$ cat config.mk
export PLATFORM = sky130hd
export DESIGN_NAME = rtc_bus_driver
export DESIGN_NICKNAME = d
export VERILOG_FILES = /design/src/rtl/rtc_bus_driver_pkg.sv /design/src/rtl/rtc_ad_sync.sv /design/src/rtl/rtc_bus_driver.sv
export SDC_FILE = /design/constraint.sdc
export NUM_CORES = 1
export LEC_CHECK = 0
export ABC_CLOCK_PERIOD_IN_PS = 3000
export CAP_MARGIN = 0
export CORE_UTILIZATION = 45
export DETAILED_ROUTE_END_ITERATION = 10
export DONT_BUFFER_PORTS = 1
export GPL_TIMING_DRIVEN = 0
export PLACE_DENSITY = 0.72
export REMOVE_ABC_BUFFERS = 1
export SYNTH_ARGS = -nofsm -noshare
export SYNTH_HDL_FRONTEND = slang
export SYNTH_SLANG_ARGS = --single-unit
export TNS_END_PERCENT = 5
$ cat constraint.sdc
create_clock -name clk -period 3 [get_ports clk]
set_input_delay 0.9 -clock clk [delete_from_list [all_inputs] [get_ports clk]]
set_output_delay 0.9 -clock clk [all_outputs]
set_load 0.03 [all_outputs]
$ cat src/rtl/rtc_bus_driver_pkg.sv
// Shared types and constants for the RTC multiplexed AD-bus driver.
// Default phase timings, FSM state encoding, op encoding and RTC register addresses.
package rtc_bus_driver_pkg;

  localparam int T_SETUP_DEF   = 2;
  localparam int T_STROBE_DEF  = 8;
  localparam int T_HOLD_DEF    = 2;
  localparam int T_GAP_DEF     = 4;
  localparam int T_RECOVER_DEF = 4;

  typedef enum logic [3:0] {
    ST_IDLE,
    ST_A_SETUP,
    ST_A_STROBE,
    ST_A_HOLD,
    ST_GAP,
    ST_D_SETUP,
    ST_D_STROBE,
    ST_D_HOLD,
    ST_DONE,
    ST_RECOVER
  } state_t;

  typedef enum logic {
    OP_READ  = 1'b0,
    OP_WRITE = 1'b1
  } op_t;

  localparam logic [7:0] ADDR_CMD   = 8'hF0;
  localparam logic [7:0] ADDR_SEC   = 8'h21;
  localparam logic [7:0] ADDR_MIN   = 8'h22;
  localparam logic [7:0] ADDR_HOUR  = 8'h23;
  localparam logic [7:0] ADDR_DAY   = 8'h24;
  localparam logic [7:0] ADDR_MONTH = 8'h25;
  localparam logic [7:0] ADDR_YEAR  = 8'h26;

  function automatic int max_of(input int a, input int b);
    return (a > b) ? a : b;
  endfunction

endpackage

$ cat src/rtl/rtc_ad_sync.sv
// Multi-flop synchronizer for the asynchronous AD bus input (used with RTC_AD_SYNC_EN).
module rtc_ad_sync #(
  parameter int WIDTH  = 8,
  parameter int STAGES = 2
) (
  input  logic             clk,
  input  logic             rst,
  input  logic [WIDTH-1:0] d,
  output logic [WIDTH-1:0] q
);

  logic [WIDTH-1:0] stg [STAGES];

  always_ff @(posedge clk or posedge rst) begin
    if (rst) begin
      for (int i = 0; i < STAGES; i++) stg[i] <= '0;
    end else begin
      stg[0] <= d;
      for (int i = 1; i < STAGES; i++) stg[i] <= stg[i-1];
    end
  end

  assign q = stg[STAGES-1];

endmodule

$ cat src/rtl/rtc_bus_driver.sv
// Runs one address/data cycle on the RTC multiplexed AD bus per sequencer request.
// Define RTC_AD_SYNC_EN to resynchronise ad_in and sample it at the end of D_HOLD.
module rtc_bus_driver
  import rtc_bus_driver_pkg::*;
#(
  parameter int T_SETUP   = T_SETUP_DEF,
  parameter int T_STROBE  = T_STROBE_DEF,
  parameter int T_HOLD    = T_HOLD_DEF,
  parameter int T_GAP     = T_GAP_DEF,
  parameter int T_RECOVER = T_RECOVER_DEF
) (
  input  logic       clk,
  input  logic       reset,
  input  logic [7:0] dirout,
  input  logic [7:0] dato,
  input  logic       lectura,
  input  logic       escritura,
  input  logic       write,
  input  logic [3:0] dir_reg,
  output logic       fin,
  output logic       cs_n,
  output logic       ad_sel,
  output logic       rd_n,
  output logic       wr_n,
  output logic [7:0] ad_out,
  output logic       ad_oe,
  input  logic [7:0] ad_in,
  output logic       reg_wr_en,
  output logic [3:0] reg_addr,
  output logic [7:0] reg_data
);

  localparam int T_MAX = max_of(max_of(max_of(T_SETUP, T_STROBE), max_of(T_HOLD, T_GAP)),
                                T_RECOVER);
  localparam int CW    = $clog2(T_MAX) + 1;

  state_t        state, state_nxt;
  logic [CW-1:0] cnt, cnt_nxt;
  logic          last;
  logic          start;

  op_t           op_q;
  logic [7:0]    addr_q;
  logic [7:0]    data_q;
  logic          cap_q;
  logic [3:0]    idx_q;

  logic [7:0]    rd_byte;
  logic [7:0]    ad_smp;
  logic          sample_en;

  logic          cs_n_d, ad_sel_d, rd_n_d, wr_n_d, ad_oe_d, fin_d, reg_wr_en_d;
  logic [7:0]    ad_out_d;

  // DONE already counts as the first dead clock, so RECOVER itself is one shorter.
  function automatic logic [CW-1:0] reload(input state_t s);
    case (s)
      ST_A_SETUP, ST_D_SETUP:   reload = CW'(T_SETUP - 1);
      ST_A_STROBE, ST_D_STROBE: reload = CW'(T_STROBE - 1);
      ST_A_HOLD, ST_D_HOLD:     reload = CW'(T_HOLD - 1);
      ST_GAP:                   reload = CW'(T_GAP - 1);
      ST_RECOVER:               reload = CW'(T_RECOVER - 2);
      default:                  reload = '0;
    endcase
  endfunction

  assign last  = (cnt == '0);
  assign start = (state == ST_IDLE) && (escritura || lectura);

  always_ff @(posedge clk or posedge reset) begin
    if (reset) begin
      state <= ST_IDLE;
      cnt   <= '0;
    end else begin
      state <= state_nxt;
      cnt   <= cnt_nxt;
    end
  end

  always_comb begin
    state_nxt   = state;
    cnt_nxt     = '0;
    cs_n_d      = 1'b1;
    ad_sel_d    = 1'b0;
    rd_n_d      = 1'b1;
    wr_n_d      = 1'b1;
    ad_oe_d     = 1'b0;
    ad_out_d    = ad_out;
    fin_d       = 1'b0;
    reg_wr_en_d = 1'b0;

    case (state)
      ST_IDLE:     if (start) state_nxt = ST_A_SETUP;
      ST_A_SETUP:  if (last) state_nxt = ST_A_STROBE;
      ST_A_STROBE: if (last) state_nxt = ST_A_HOLD;
      ST_A_HOLD:   if (last) state_nxt = ST_GAP;
      ST_GAP:      if (last) state_nxt = ST_D_SETUP;
      ST_D_SETUP:  if (last) state_nxt = ST_D_STROBE;
      ST_D_STROBE: if (last) state_nxt = ST_D_HOLD;
      ST_D_HOLD:   if (last) state_nxt = ST_DONE;
      ST_DONE:     state_nxt = ST_RECOVER;
      ST_RECOVER:  if (last) state_nxt = ST_IDLE;
      default:     state_nxt = ST_IDLE;
    endcase

    if (state_nxt != state)   cnt_nxt = reload(state_nxt);
    else if (state != ST_IDLE) cnt_nxt = cnt - CW'(1);

    case (state)
      ST_A_SETUP, ST_A_STROBE, ST_A_HOLD: begin
        cs_n_d   = 1'b0;
        ad_oe_d  = 1'b1;
        ad_out_d = addr_q;
        wr_n_d   = (state != ST_A_STROBE);
      end
      ST_D_SETUP, ST_D_STROBE, ST_D_HOLD: begin
        cs_n_d   = 1'b0;
        ad_sel_d = 1'b1;
        ad_oe_d  = (op_q == OP_WRITE);
        if (op_q == OP_WRITE) ad_out_d = data_q;
        if (state == ST_D_STROBE) begin
          wr_n_d = (op_q != OP_WRITE);
          rd_n_d = (op_q != OP_READ);
        end
      end
      ST_DONE: begin
        fin_d       = 1'b1;
        reg_wr_en_d = (op_q == OP_READ) && cap_q;
      end
      default: ;
    endcase
  end

  always_ff @(posedge clk or posedge reset) begin
    if (reset) begin
      op_q   <= OP_READ;
      addr_q <= '0;
      data_q <= '0;
      cap_q  <= 1'b0;
      idx_q  <= '0;
    end else if (start) begin
      op_q   <= escritura ? OP_WRITE : OP_READ;
      addr_q <= dirout;
      data_q <= dato;
      cap_q  <= write;
      idx_q  <= dir_reg;
    end
  end

`ifdef RTC_AD_SYNC_EN
  logic [7:0] ad_in_sync;

  rtc_ad_sync #(
    .WIDTH  (8),
    .STAGES (2)
  ) u_ad_sync (
    .clk (clk),
    .rst (reset),
    .d   (ad_in),
    .q   (ad_in_sync)
  );

  assign sample_en = (state == ST_D_HOLD) && last && (op_q == OP_READ);
  assign ad_smp    = ad_in_sync;
`else
  assign sample_en = (state == ST_D_STROBE) && last && (op_q == OP_READ);
  assign ad_smp    = ad_in;
`endif

  // Outputs are decoded from the current state and registered, so the pins trail the state by one clock.
  always_ff @(posedge clk or posedge reset) begin
    if (reset) begin
      cs_n      <= 1'b1;
      ad_sel    <= 1'b0;
      rd_n      <= 1'b1;
      wr_n      <= 1'b1;
      ad_oe     <= 1'b0;
      ad_out    <= '0;
      fin       <= 1'b0;
      reg_wr_en <= 1'b0;
      reg_addr  <= '0;
      reg_data  <= '0;
      rd_byte   <= '0;
    end else begin
      cs_n      <= cs_n_d;
      ad_sel    <= ad_sel_d;
      rd_n      <= rd_n_d;
      wr_n      <= wr_n_d;
      ad_oe     <= ad_oe_d;
      ad_out    <= ad_out_d;
      fin       <= fin_d;
      reg_wr_en <= reg_wr_en_d;
      if (sample_en) rd_byte <= ad_smp;
      if (reg_wr_en_d) begin
        reg_addr <= idx_q;
        reg_data <= rd_byte;
      end
    end
  end

endmodule
==> results.json <==
{
  "status": "complete, no violations",
  "synth.avg_cell_area_um2": 13.8,
  "ys_ff_latch": 65,
  "start_util_pct": 46.6,
  "routed_wl_um": 4550,
  "wl_per_cell_um": 16.2,
  "wl_met2_um": 2160,
  "cts_setup_buffers": 0,
  "combPwrFrac_pct": 27.9,
  "r2r_slack_ns": 0.52,
  "swShare_pct": 35.8,
  "slew_violations": 0,
  "synth_cell_type_count": 41,
  "min_period_over_period_pct": 82.6,
  "dp.cells": 265,
  "syn_inst": 199,
  "grt_use_total_pct": 16.8,
  "cp.arrival_ns": 2.70,
  "slew-limit-headroom_pct": 34.0,
  "end_kind": "flop",
  "worst_slack_ns": 0.522,
  "place.gp.congestion": 0.756,
  "grt_max_degree": 39,
  "top_layer": "met4",
  "synth_flop_cell": "dfrtp_1",
  "cts_sinks": 65,
  "cts_buffer_depth": 2,
  "start_kind": "flop",
  "ys_seq_area_share_pct": 59.5,
  "die-area_mm2": 0.00641,
  "wl_met1_um": 2020,
  "p_int_mw": 2.27,
  "synth_xor_area_share_pct": 1.28,
  "numCtsBuffers": 9,
  "path_max_fanout": 21,
  "grt_pass1_vias": 1532,
  "cts_resized": 0,
  "dp_slack_ns": 0.487,
  "p_leak_nw": 1.35,
  "vias_per_cell": 5.24,
  "area_growth_syn_to_layout_pct": 9.54,
  "hold_class": "reg2reg",
  "dp_hpwl_um": 3010,
  "fillers": 536,
  "syn_area_mm2": 0.00274,
  "clock_power_share_pct": 22.8,
  "synthAdderAreaFrac_pct": 0.456,
  "io_buffers": 0,
  "cp-startpoint": "state[3]",
  "num_vias": 1472,
  "drt-initial-drc-count": 130,
  "setup_violations": 0,
  "synth_top_area_share_pct": 56.6,
  "worst_pin_slew_ns": 0.985,
  "ant_nets": 0,
  "nets": 235,
  "clock_latency_ns": 0.34,
  "cts_tree": "done",
  "layout_commonest_cell": "dfrtp_1",
  "clk_transition_reported_paths_ns": 0.07,
  "yosys_warnings": 0,
  "io_pins": 60,
  "switching_power_mw": 1.26,
  "clock.fmax_mhz": 404,
  "yosys.area_share.simple_pct": 10.0,
  "grt-ovfl-total": 0,
  "ir_worst_vdd_v": 0.000566,
  "finClkSkew_ns": 0.00909,
  "grt_pass1_wl_um": 7650,
  "rows": 28,
  "regArea_mm2": 0.00163,
  "min_period_ns": 2.48,
  "antenna_cells": 0,
  "power_density_mw_per_mm2": 1180,
  "antenna_found_initial": 0,
  "crit_path_end": "idx_q[1]",
  "dr.pass1.iters": 4,
  "hold_viol_final": 0,
  "core_mm2": 0.00589,
  "synth_async_sr_flop_share_pct": 100,
  "synth_edf_count": 0,
  "synth_area_leaders": "dfrtp_1 (57%), mux2_2 (17%), mux2i_1 (3.3%)",
  "multiInputGateArea_mm2": 0.00102,
  "crit_required_ns": 3.22,
  "worstSetupPathType": "reg2reg",
  "rsz0062_at_grt": "false",
  "drcViolationCount": 0,
  "synth_compound_area_share_pct": 4.38,
  "synth_top_family_by_area": "multiplexers",
  "stdcell_count": 281,
  "die_x_um": 80.1,
  "drive_above_1_share_pct": 35.9,
  "layout_common_cells": "dfrtp_1 (62), mux2_2 (42), nor2_1 (17), mux2i_1 (9), clkbuf_8 (9)",
  "route.met3.wl_um": 281,
  "power_frac_seq_pct": 49.3,
  "cts_hold_buf": 0,
  "reg2reg_depth": 3,
  "htree_levels": 3,
  "synthMuxAreaShare_pct": 21.1,
  "clock-root-buffer": "clkbuf_8",
  "reg2reg_to": "idx_q[1]",
  "p_total_mw": 3.53,
  "cap_violations": 0,
  "yosys.area.top_type": "dfrtp_1",
  "dieHeight_um": 80.1,
  "reg2reg_from": "state[3]"
}
sequential cells by signal (all words and copies together) (netlist names), 4 cells and up:
name,flops
data_q,8
reg_data,8
reg_addr,4
ad_out,8
cnt,4
rd_byte,8
addr_q,8
state,4
idx_q,4
per-stage QoR:
stage | instance area [um^2] | utilization (%) | setup TNS [ns] | hold WS [ns]
after floorplan | 2670 | - | 0 | 0.452
after global placement | 2760 | 47.0 | -10.36 | 0.480
after detailed placement | 2780 | 47.3 | 0 | 0.489
after CTS | 3000 | 51.0 | 0 | 0.507
after global routing | 3000 | 51.0 | 0 | 0.513
final | 3000 | 51.0 | 0 | 0.502
worst min path at each step:
stage	depth (start not counted)	to	slack, ns	startpoint
6_report	1	rd_byte[3]	0.50	rd_byte[3]
5_1_grt	1	rd_byte[4]	0.51	rd_byte[4]
4_1_cts	1	reg_data[7]	0.51	reset
3_5_place_dp	1	reg_data[2]	0.49	rd_byte[2]
3_3_place_gp	1	reg_data[4]	0.48	rd_byte[4]
2_1_floorplan	1	cnt[0]	0.45	cnt[0]
worst max-delay path, cell delays in order, from the launching register on:
cell and delay (ns):
dfrtp_1 0.57, nor4_2 0.54, o21a_1 0.82, mux2_2 0.42
synthesized netlist by cell type (3+ instances only):
cell type and number:
a21oi_1 8, buf_2 3, buf_6 3, dfrtp_1 62, dfstp_2 3, inv_1 5, mux2_2 42, mux2i_1 9
nand2_1 4, nand3_1 3, nor2_1 17, o22a_1 3, xnor2_1 3
power groups by stage:
stage	registers [mW]	clock network (mW)	logic, mW
CTS	1.75	0.831	1.00
global placement	1.75	0	0.962
global route	1.79	0.862	1.12
floorplan	1.68	0	0.854
detailed placement	1.77	0	0.998
finish	1.74	0.804	0.986
cell type report:
type / instances / share of cell area (%)
sequential: 65 / 54.3
timing repair buffer: 1 / 0.667
clock inverter: 7 / 3.17
tap: 75 / 3.13
inverter: 5 / 0.625
multi-input combinational: 119 / 34.0
clock buffer: 9 / 4.13
kinds of logic (layout without fill, tap and decap cells):
family,Yosys count,in the layout
flops,65,65
mux,52,52
simple gates,44,44
compound gates,18,18
buf+inv,15,22
xor+xnor,4,4
fa+ha+maj,1,1
routing by layer:
metal | GRT usage, % | up-vias
li1 | - | 704
met1 | 20.2 | 722
met2 | 25.3 | 39
met3 | 6.59 | 7
met4 | 10.2 | 0
met5 | 0 | -
(Power assumes the default switching activity.)
